File: src/rtl/rr_req_grant_arbiter.sv
// Round-robin req/gnt arbiter with a hold watchdog for one shared clocked resource.
// Optional embedded assertions and covers are enabled by defining RR_ARB_ASSERT_EN.
module rr_req_grant_arbiter #(
   parameter int unsigned N        = 2,
   parameter int unsigned MAX_HOLD = 8,
   localparam int unsigned IDW     = (N > 1) ? $clog2(N) : 1
) (
   input  logic           clk,
   input  logic           rst_n,
   input  logic [N-1:0]   req,
   output logic [N-1:0]   gnt,
   output logic [IDW-1:0] owner,
   output logic           busy,
   output logic           timeout
);

   localparam int unsigned HW = $clog2(MAX_HOLD + 1);

   typedef enum logic [1:0] {IDLE, GRANT, RELEASE} state_t;

   state_t         state_q, state_d;
   logic [N-1:0]   gnt_d;
   logic [IDW-1:0] owner_d;
   logic           busy_d;
   logic           timeout_d;
   logic [HW-1:0]  hold_q, hold_d;
   logic [IDW-1:0] last_q, last_d;

   logic           found;
   logic [IDW-1:0] winner;

   // First requester after the last winner, wrapping modulo N.
   always_comb begin
      int unsigned    idx;
      logic [IDW-1:0] sel;
      found  = 1'b0;
      winner = '0;
      idx    = 0;
      sel    = '0;
      for (int unsigned i = 1; i <= N; i++) begin
         idx = int'(last_q) + i;
         if (idx >= N) idx = idx - N;
         sel = IDW'(idx);
         if (!found && req[sel]) begin
            found  = 1'b1;
            winner = sel;
         end
      end
   end

   always_ff @(posedge clk or negedge rst_n) begin
      if (!rst_n) begin
         state_q <= IDLE;
         gnt     <= '0;
         owner   <= '0;
         busy    <= 1'b0;
         timeout <= 1'b0;
         hold_q  <= '0;
         last_q  <= IDW'(N - 1);
      end else begin
         state_q <= state_d;
         gnt     <= gnt_d;
         owner   <= owner_d;
         busy    <= busy_d;
         timeout <= timeout_d;
         hold_q  <= hold_d;
         last_q  <= last_d;
      end
   end

   always_comb begin
      state_d   = state_q;
      gnt_d     = gnt;
      owner_d   = owner;
      busy_d    = busy;
      timeout_d = 1'b0;
      hold_d    = hold_q;
      last_d    = last_q;
      case (state_q)
         IDLE: begin
            if (found) begin
               gnt_d   = N'(1) << winner;
               owner_d = winner;
               busy_d  = 1'b1;
               last_d  = winner;
               hold_d  = HW'(1);
               state_d = GRANT;
            end
         end
         GRANT: begin
            if (!req[owner]) begin
               gnt_d   = '0;
               busy_d  = 1'b0;
               hold_d  = '0;
               state_d = RELEASE;
            end else if (hold_q == HW'(MAX_HOLD)) begin
               gnt_d     = '0;
               busy_d    = 1'b0;
               hold_d    = '0;
               timeout_d = 1'b1;
               state_d   = RELEASE;
            end else begin
               hold_d = hold_q + HW'(1);
            end
         end
         RELEASE: state_d = IDLE;
         default: begin
            gnt_d   = '0;
            busy_d  = 1'b0;
            hold_d  = '0;
            state_d = IDLE;
         end
      endcase
   end

`ifdef RR_ARB_ASSERT_EN
   logic [N-1:0] prev_gnt;

   // Most recent non-zero grant, used to spot an ownership change.
   always_ff @(posedge clk or negedge rst_n) begin
      if (!rst_n)    prev_gnt <= '0;
      else if (busy) prev_gnt <= gnt;
   end

   a_onehot:  assert property (@(posedge clk) disable iff (!rst_n) $onehot0(gnt));
   a_busy:    assert property (@(posedge clk) disable iff (!rst_n) busy == (|gnt));
   a_owner:   assert property (@(posedge clk) disable iff (!rst_n) busy |-> gnt[owner]);
   a_gap:     assert property (@(posedge clk) disable iff (!rst_n) $fell(busy) |=> (gnt == '0));
   a_hold:    assert property (@(posedge clk) disable iff (!rst_n) hold_q <= HW'(MAX_HOLD));
   a_timeout: assert property (@(posedge clk) disable iff (!rst_n) timeout |-> !busy);
   c_handoff: cover property (@(posedge clk) disable iff (!rst_n)
                              busy && (prev_gnt != '0) && (gnt != prev_gnt));
   c_timeout: cover property (@(posedge clk) disable iff (!rst_n) timeout);
`else
   // Assertions and covers compiled out.
`endif

endmodule

File: config.mk
export PLATFORM = sky130hd
export DESIGN_NAME = rr_req_grant_arbiter
export DESIGN_NICKNAME = d
export VERILOG_FILES = /design/src/rtl/rr_req_grant_arbiter.sv
export SDC_FILE = /design/constraint.sdc
export NUM_CORES = 1
export LEC_CHECK = 0
export CAP_MARGIN = 20
export CELL_PAD_IN_SITES_DETAIL_PLACEMENT = 0
export CELL_PAD_IN_SITES_GLOBAL_PLACEMENT = 1
export CORE_MARGIN = 4
export CORE_UTILIZATION = 45
export CTS_CLUSTER_SIZE = 25
export DETAILED_ROUTE_END_ITERATION = 10
export DONT_BUFFER_PORTS = 1
export HOLD_SLACK_MARGIN = 0.06
export PLACE_DENSITY_LB_ADDON = 0.1
export SYNTH_ARGS = -nofsm -noshare
export SYNTH_HDL_FRONTEND = slang
export SYNTH_SLANG_ARGS = --single-unit
export TNS_END_PERCENT = 10
File: constraint.sdc
create_clock -name clk -period 1.5 [get_ports clk]
set_input_delay 0.375 -clock clk [delete_from_list [all_inputs] [get_ports clk]]
set_output_delay 0.375 -clock clk [all_outputs]
set_load 0.005 [all_outputs]
==> results.json, run 1 <==
{
  "status": "completed",
  "hp-class": "in2reg",
  "die_h_microns": 44.6,
  "reg2reg_depth": 3,
  "setup_tns_ns": 0,
  "slew_headroom": 0.650,
  "antenna_found_initial": 0,
  "path_depth": 3,
  "synth-seq-cells": 12,
  "grt_pass1_wl_microns": 2020,
  "overflow": 0,
  "yosysWarnings": 0,
  "via_per_inst": 6.18,
  "start_util": 0.509,
  "drc": 0,
  "combPwrFrac": 0.331,
  "synth_top_area_share": 0.455,
  "syn_nets": 64,
  "clk_pin_slew_worst_paths_ns": 0.08,
  "synth_edf_count": 0,
  "syn_inst": 58,
  "cts_inserted_buffers": 3,
  "p_int_mw": 0.802,
  "syn_to_final_growth_pct": 8.70,
  "whs_ns": 0.160,
  "htree_levels": 1,
  "cts.sinks": 12,
  "synth.avg_cell_area_sq_um": 10.4,
  "crit_arrival_ns": 1.54,
  "hold_violations": 0,
  "track_usage": 0.140,
  "synth_compound_area_frac": 0.188,
  "synth-simple-area-share": 0.193,
  "setup_violations": 0,
  "p_sw_frac": 0.380,
  "dr.pass1.iters": 4,
  "detailedRoute.firstIterationViolations": 23,
  "hpwl_microns": 922,
  "fin_crit_sh": 0.914,
  "yosysMostFrequentCell": "dfrtp_1",
  "maxCapViolations": 0,
  "dieWidth_microns": 44.6,
  "rows": 12,
  "slowest_stage": "dfrtp_1",
  "sequentialPowerShare": 0.469,
  "fmax_mhz": 729,
  "cts_tree": "built",
  "final.min_clock_period_ns": 1.37,
  "cpLargestDelayFamily": "flip-flops",
  "nets": 69,
  "utilization": 0.554,
  "synth_fa_ha_area_frac": 0.0414,
  "crit_path_max_incr_delay_ns": 0.43,
  "ys_top_cells_by_count": "dfrtp_1 (11), inv_1 (4), nand2_1 (4), nand3_1 (4), nor2_1 (4)",
  "hold-path-cell-count": 1,
  "dpl_cell_area_sq_um": 611,
  "drt_wl_total_microns": 1250,
  "tightest_slew_ns": 0.523,
  "ys.flop_type": "dfrtp_1",
  "yosys.area.top_type": "dfrtp_1",
  "fp.coreArea_sq_um": 1190,
  "fin_area_sq_um": 657,
  "n_antenna_cell": 0,
  "async_reset_ff_frac": 1.00,
  "dieArea_sq_um": 1990,
  "place.gp.congestion": 0.753,
  "cts_buffer_depth": 2,
  "pin_count": 9,
  "synthTopCellsByArea": "dfrtp_1 (46%), dfstp_2 (4.3%), ha_1 (4.1%)",
  "fin_total_pwr_mw": 1.29,
  "path_buf_inv": 0,
  "grt_max_degree": 13,
  "grt_pass1_vias": 428,
  "ys_types": 29,
  "power.net_switching_mw": 0.492,
  "final_max_slew_viol_count": 0,
  "drive_gt1_frac": 0.145,
  "critPathKind": "reg2reg",
  "fin_skew_ns": 0.00170,
  "clk-insertion-delay-late_ns": 0.27,
  "ys_seq_area_frac": 0.499,
  "p_leak_nw": 0.284,
  "port_buffers": 0,
  "ir_drop_v": 0.00108,
  "cp.required_ns": 1.67,
  "synth_mux_area_frac": 0.0352,
  "synth_top_family_by_area": "simple AND/OR/NAND/NOR gates",
  "synth_xor_area_frac": 0,
  "cp_cell_sequence": "mux2_2 > and3_1 > a32o_1",
  "vias": 470,
  "p_clk_frac": 0.200,
  "crit_fanout": 4,
  "clockRootBuffer": "clkbuf_4",
  "cts_resized": 0,
  "start_kind": "flop",
  "power_density_nw_per_um2": 1970,
  "wl_per_cell_microns": 16.4,
  "ant_nets": 0,
  "rsz0062_at_grt": "false",
  "mappedNetlistArea_sq_um": 604,
  "setup.worst_path.end_class": "flop"
}
==> placed cells by master, fill, tap and decap left out, drive strengths merged, types with 2 or more instances in the layout <==
cell type and n:
a31oi 3, dfrtp 11, inv 4, o2bb2ai 2
o21ai 2, nand2 4, clkbuf 4, ha 2
nor2 4, nor2b 2, nand3 4, nand2b 3
==> metal layers <==
metal / vias up / wire [microns] / part of all wire / track usage
met5: - / 0 / 0 / 0
met4: 0 / 19 / 0.015 / 0.0843
met3: 2 / 69 / 0.055 / 0.0325
met2: 15 / 592 / 0.47 / 0.206
met1: 232 / 567 / 0.45 / 0.184
li1: 221 / - / - / -
==> power groups by stage <==
stage | Clock, mW | Combinational [mW] | Sequential, mW
2_1_floorplan | 0 | 0.351 | 0.568
3_3_place_gp | 0 | 0.406 | 0.599
3_5_place_dp | 0 | 0.417 | 0.610
4_1_cts | 0.264 | 0.427 | 0.605
5_1_grt | 0.280 | 0.475 | 0.626
6_report | 0.259 | 0.428 | 0.607
==> through the flow <==
| stage | setup WS, ns | std cells |
|---|---|---|
| finish | 0.129 | 76 |
| global route | 0.0757 | 76 |
| CTS | 0.131 | 76 |
| detailed placement | 0.139 | 71 |
| global placement | 0.164 | 71 |
| floorplan | 0.202 | 58 |
==> repair_timing <==
action / in CTS / in global routing
hold endpoints to repair: 12 / 0
hold buffers: 1 / 0
endpoints found under the setup margin: 0 / 0
buffers inserted: 0 / 0
==> path summary, 6_finish.rpt <==
check,from,end,slack [ns]
min reg2reg,busy,busy,0.54
min,req[0],last_q,0.16
min in group asynchronous,rst_n,busy,0.51
max,owner,hold_q[2],0.13
max in group asynchronous,rst_n,last_q,0.63
max reg2reg,owner,hold_q[2],0.13
==> cells by family after synthesis <==
| family | after synthesis |
|---|---|
| compound gates | 15 |
| fa+ha+maj | 2 |
| buf+inv | 5 |
| flops | 12 |
| mux | 2 |
| simple gates | 22 |
==> state kept, by name, indices dropped and copies added, names as in the netlist <==
register  cells
state_q       2
last_q        1
timeout       1
owner         1
gnt           2
busy          1
hold_q        4
==> worst reg2reg max path, cell delays in order, from the launching register on <==
cell	delay (ns)
dfrtp_1	0.43
mux2_2	0.38
and3_1	0.23
a32o_1	0.23
==> final cells by class <==
type | count | area (sq um)
tap | 14 | 17.5
fill | 96 | 529
timing repair buffer | 1 | 10.0
clock buffer | 4 | 36.3
sequential | 12 | 302
multi-input combinational | 41 | 277
inverter | 4 | 15.0
No activity file was read; power rests on OpenSTA's default activity.
==> inputs of run 2 (changes only) <==
--- a/config.mk
+++ b/config.mk
@@ -15,6 +15,7 @@
 export DONT_BUFFER_PORTS = 1
 export HOLD_SLACK_MARGIN = 0.06
 export PLACE_DENSITY_LB_ADDON = 0.1
+export SLEW_MARGIN = 0
 export SYNTH_ARGS = -nofsm -noshare
 export SYNTH_HDL_FRONTEND = slang
 export SYNTH_SLANG_ARGS = --single-unit
==> results of run 2 <==
The final DEF is identical to that of run 1; final timing and power are the same.
==> inputs of run 3 (changes only) <==
--- a/config.mk
+++ b/config.mk
@@ -13,9 +13,10 @@
 export CTS_CLUSTER_SIZE = 25
 export DETAILED_ROUTE_END_ITERATION = 10
 export DONT_BUFFER_PORTS = 1
+export GPL_TIMING_DRIVEN = 0
 export HOLD_SLACK_MARGIN = 0.06
 export PLACE_DENSITY_LB_ADDON = 0.1
-export SLEW_MARGIN = 0
+export SLEW_MARGIN = 20
 export SYNTH_ARGS = -nofsm -noshare
 export SYNTH_HDL_FRONTEND = slang
 export SYNTH_SLANG_ARGS = --single-unit
==> run 3 against run 2 <==
  * Clock skew decreased by 0.00090 ns
  * Sequential share of layout area shrank 0.77 points
  * Critical path depth is the same
  * Via count up 1.1%
  * Maximum frequency fell by 2.5%
  * Final cell count rose by 1.3%
  * First-iteration DRC count down 26%
  * Critical path type unchanged
  * Critical endpoint is now hold_q[3]
==> results.json, run 3 (synthesis results as in run 1) <==
{
  "clk-insertion-delay-late_ns": 0.27,
  "setup_violations": 0,
  "crit_arrival_ns": 1.59,
  "critPathKind": "reg2reg",
  "htree_levels": 1,
  "maxCapViolations": 0,
  "crit_fanout": 6,
  "cp.required_ns": 1.69,
  "drive_gt1_frac": 0.159,
  "cts_tree": "built",
  "detailedRoute.firstIterationViolations": 17,
  "p_clk_frac": 0.198,
  "status": "completed",
  "power_density_nw_per_um2": 1960,
  "hold-path-cell-count": 1,
  "hold_violations": 0,
  "tightest_slew_ns": 0.534,
  "grt_pass1_vias": 456,
  "syn_to_final_growth_pct": 10.6,
  "hold_buffers": 1,
  "slew_headroom": 0.643,
  "final.min_clock_period_ns": 1.41,
  "dieArea_sq_um": 1990,
  "die_h_microns": 44.6,
  "hp-class": "in2reg",
  "fmax_mhz": 711,
  "fin_skew_ns": 0.000797,
  "cts_inserted_buffers": 3,
  "dieWidth_microns": 44.6,
  "final_common_cell": "dfrtp_1",
  "crit_path_max_incr_delay_ns": 0.55,
  "start_kind": "flop",
  "dp_cells": 72,
  "pin_count": 9,
  "p_int_mw": 0.807,
  "cts_resized": 0,
  "mostFrequentLayoutCells": "dfrtp_1 (11), inv_1 (4), nand3_1 (4), nor2_1 (4), nand2_1 (4)",
  "timing.rr.end": "hold_q[3]",
  "cts.sinks": 12,
  "nets": 70,
  "top_regs": "hold_q (4), gnt (2), state_q (2)",
  "r2r_slack_ns": 0.09,
  "clockRootBuffer": "clkbuf_4",
  "hold_end": "last_q",
  "fp.coreArea_sq_um": 1190,
  "slowest_stage": "or4_1",
  "ir_drop_v": 0.000832,
  "fin_total_pwr_mw": 1.31,
  "path_buf_inv": 0,
  "drc": 0,
  "grt_pass1_wl_microns": 2170,
  "antenna_found_initial": 0,
  "p_leak_nw": 0.290,
  "ant_nets": 0,
  "grt_max_degree": 13,
  "start_util": 0.509,
  "largest_reg_flops": 4,
  "via_per_inst": 6.17,
  "hpwl_microns": 930,
  "n_antenna_cell": 0,
  "wl_per_cell_microns": 17.0,
  "cts_buffer_depth": 2,
  "cpLargestDelayFamily": "simple AND/OR/NAND/NOR gates",
  "track_usage": 0.149,
  "min-delay-start": "req[0]",
  "max_flop_register": "hold_q",
  "final_max_slew_viol_count": 0,
  "drt_wl_total_microns": 1310,
  "combPwrFrac": 0.340,
  "timing.rr.start": "state_q[1]",
  "power.net_switching_mw": 0.506,
  "clk_pin_slew_worst_paths_ns": 0.08,
  "fin_crit_sh": 0.938,
  "setup.worst_path.end_class": "flop",
  "rsz0062_at_grt": "false",
  "cp_cell_sequence": "nand2b_2 > or4_1 > o221ai_1",
  "dr.pass1.iters": 4,
  "reg2reg_depth": 3,
  "rows": 12,
  "p_sw_frac": 0.385,
  "place.gp.congestion": 0.769,
  "vias": 475,
  "cts_setup_buffers": 0,
  "setup_tns_ns": 0,
  "sequentialPowerShare": 0.461,
  "overflow": 0,
  "port_buffers": 0,
  "finalNonFillerCells": 77
}
==> run 3: stage by stage <==
| stage | setup slack [ns] | area, sq um | util | hold WS [ns] |
|---|---|---|---|---|
| 2_1_floorplan | 0.202 | 604 | - | 0.0794 |
| 3_3_place_gp | 0.134 | 622 | 0.524 | 0.0797 |
| 3_5_place_dp | 0.130 | 622 | 0.524 | 0.0798 |
| 4_1_cts | 0.106 | 668 | 0.563 | 0.170 |
| 5_1_grt | 0.0390 | 668 | 0.563 | 0.164 |
| 6_report | 0.0934 | 668 | 0.563 | 0.165 |
==> run 3: per-layer routing <==
| layer | global-route usage | part of all wire |
|---|---|---|
| met3 | 0.0569 | 0.079 |
| met2 | 0.244 | 0.48 |
| met4 | 0.0361 | 0.011 |
| met5 | 0 | 0 |
| met1 | 0.183 | 0.42 |
==> run 3: how the worst max path moves through the flow <==
stage | end | depth (start not counted) | startpoint | slack [ns]
CTS | hold_q[2] | 3 | owner | 0.11
finish | hold_q[3] | 3 | state_q[1] | 0.09
global route | hold_q[3] | 3 | state_q[1] | 0.04
detailed placement | hold_q[2] | 3 | owner | 0.13
floorplan | hold_q[2] | 4 | req[1] | 0.20
global placement | hold_q[2] | 4 | req[1] | 0.13
==> run 3: area by class of cell <==
class | count | area [sq um]
clock buffers | 4 | 36.3
inverters | 4 | 15.0
flip-flops and latches | 12 | 302
multi-input cells | 41 | 277
fillers | 96 | 518
repair buffers | 1 | 10.0
well taps | 14 | 17.5
plain buffers | 1 | 11.3
==> run 3: power by group through the flow <==
stage / clock network, mW / registers [mW] / logic (mW)
floorplan: 0 / 0.568 / 0.351
global placement: 0 / 0.600 / 0.403
detailed placement: 0 / 0.609 / 0.431
CTS: 0.260 / 0.605 / 0.444
global route: 0.280 / 0.629 / 0.506
finish: 0.260 / 0.606 / 0.447
==> patch: new RTL, settings of run 1 <==
Encoding of `state_t`: now one-hot (3 bits for 3 states).
--- a/src/rtl/rr_req_grant_arbiter.sv
+++ b/src/rtl/rr_req_grant_arbiter.sv
@@ -16,7 +16,7 @@
 
    localparam int unsigned HW = $clog2(MAX_HOLD + 1);
 
-   typedef enum logic [1:0] {IDLE, GRANT, RELEASE} state_t;
+   typedef enum logic [2:0] {IDLE = 3'b001, GRANT = 3'b010, RELEASE = 3'b100} state_t;
 
    state_t         state_q, state_d;
    logic [N-1:0]   gnt_d;
Behaviour: no difference found for any inputs over 10 cycles, from zero or initial values and one cycle with rst_n low; not proved beyond that.
==> patch against run 1 <==
Largest cell class is now multi-input gates; worst setup slack gained 21 ps; wire length grew 0.96%; synthesized cell count grew 12%; first-iteration DRC count shrank 48%; highest routed layer unchanged; total power grew 3.2%; synthesized area grew 15%; sequential cell count grew 1; cell area grew 16%.
==> patch: results (changes against run 1) <==
stage,metric,value,unit,change
power,ir_worst_vdd,1.08,mV,about the same
routing,vias,485,,was 470
layout,clock_area_share,3.46,%,was 5.52%
setup_path,slowest_delay,600,ps,was 430 ps
placed_design,place_area,723,um2,was 611 um2
timing,skew,3.52,ps,was 1.70 ps
logic_synthesis,synth_cell_types,31,,was 29
worst_hold_path,hold_path_class,primary input to flop,,unchanged
grt,grt_max_degree,14,,was 13
logic_synthesis,syn-num-nets,71,,was 64
timing,worst_pin_slew,586,ps,was 523 ps
layout,buffer_area_share,3.29,%,was 1.52%
layout,multi_input_area_share,44.2,%,was 42.1%
grt,grt_pass1_wl,2240,um,was 2020 um
logic_synthesis,synth_fa_ha_area_share,3.60,%,was 4.14%
setup_path,cp_slowest_cell,dfstp_2,,was dfrtp_1
layout,reg.largest.list,"hold_q: 4 flops, state_q: 3 flops, gnt: 2 flops",,"was hold_q: 4 flops, gnt: 2 flops, state_q: 2 flops"
routing,drt_iter0_markers,12,,was 23
clock_network,h-tree-depth,1,,unchanged
layout,multi_input_cells,44,,was 41
placed_design,place_congestion,0.731,,was 0.753
setup_path,worstPathMaxFanout,7,,was 4
layout,drive_gt1_share,21.1,%,was 14.5%
layout,nNonClkBuffers,3,,was 1
layout,seq_cell_count,13,,was 12
placed_design,dpl.hpwl,970,um,was 922 um
logic_synthesis,synth_common_cells,"11 x dfrtp_1, 7 x inv_1, 4 x nand2_1, 4 x nand3_1",,"was 11 x dfrtp_1, 4 x inv_1, 4 x nand2_1, 4 x nand3_1, 4 x nor2_1"
layout,fill_cells,116,,was 96
status,status,completed,,unchanged
floorplan,fp.dieW,47.3,um,was 44.6 um
layout,seq_share,43.2,%,was 45.9%
grt,grtUsageTotal,14.5,%,was 14.0%
logic_synthesis,synth-compound-area-share,14.4,%,was 18.8%
patch: cell types whose count changed in the layout (fill, tap and decap cells not counted), moves of 2 or more:
cell,before,now
nor2_1,4,2
nand4_1,0,3
o2bb2ai_1,2,0
inv_1,4,7
buf_4,0,2
nor3b_4,0,2
o211ai_1,0,3
patch: power breakdown:
group | switching, mW | internal [mW] | total [mW]
sequential | 0.145 | 0.490 | 0.634
combinational | 0.234 | 0.255 | 0.489
clock | 0.109 | 0.103 | 0.212
patch: layer usage:
metal | part of all wire, % | wire length (um) | global-route usage (%) | vias to the layer above
met5 | 0 | 0 | 0 | -
met4 | 0.63 | 8 | 6.63 | 0
met3 | 3.9 | 49 | 4.60 | 2
met2 | 43 | 542 | 20.1 | 5
met1 | 52 | 660 | 20.3 | 233
li1 | - | - | - | 245
patch: path summary, 6_finish.rpt:
kind	end	depth (start not counted)	slack [ps]	startpoint
min	last_q	1	160	req[0]
max	state_q[0]	3	150	state_q[0]
min reg2reg	last_q	2	530	last_q
max reg2reg	state_q[0]	3	150	state_q[0]
max in group asynchronous	owner	1	580	rst_n
min in group asynchronous	hold_q[3]	1	540	rst_n
patch: metrics by stage:
| step | worst slack (ps) | std cells | utilization, % |
|---|---|---|---|
| after global routing | 63.7 | 86 | 54.9 |
| final | 150 | 86 | 54.9 |
| after CTS | 141 | 86 | 54.9 |
| after floorplan | 266 | 65 | - |
| after detailed placement | 153 | 81 | 52.3 |
| after global placement | 136 | 81 | 52.3 |
patch: worst max-delay path, delay by kind of cell, from the launching register on:
family / cells / cell delay (ps)
flip-flops: 1 / 600
AO/OA/AOI/OAI: 1 / 120
AND/OR/NAND/NOR: 2 / 570
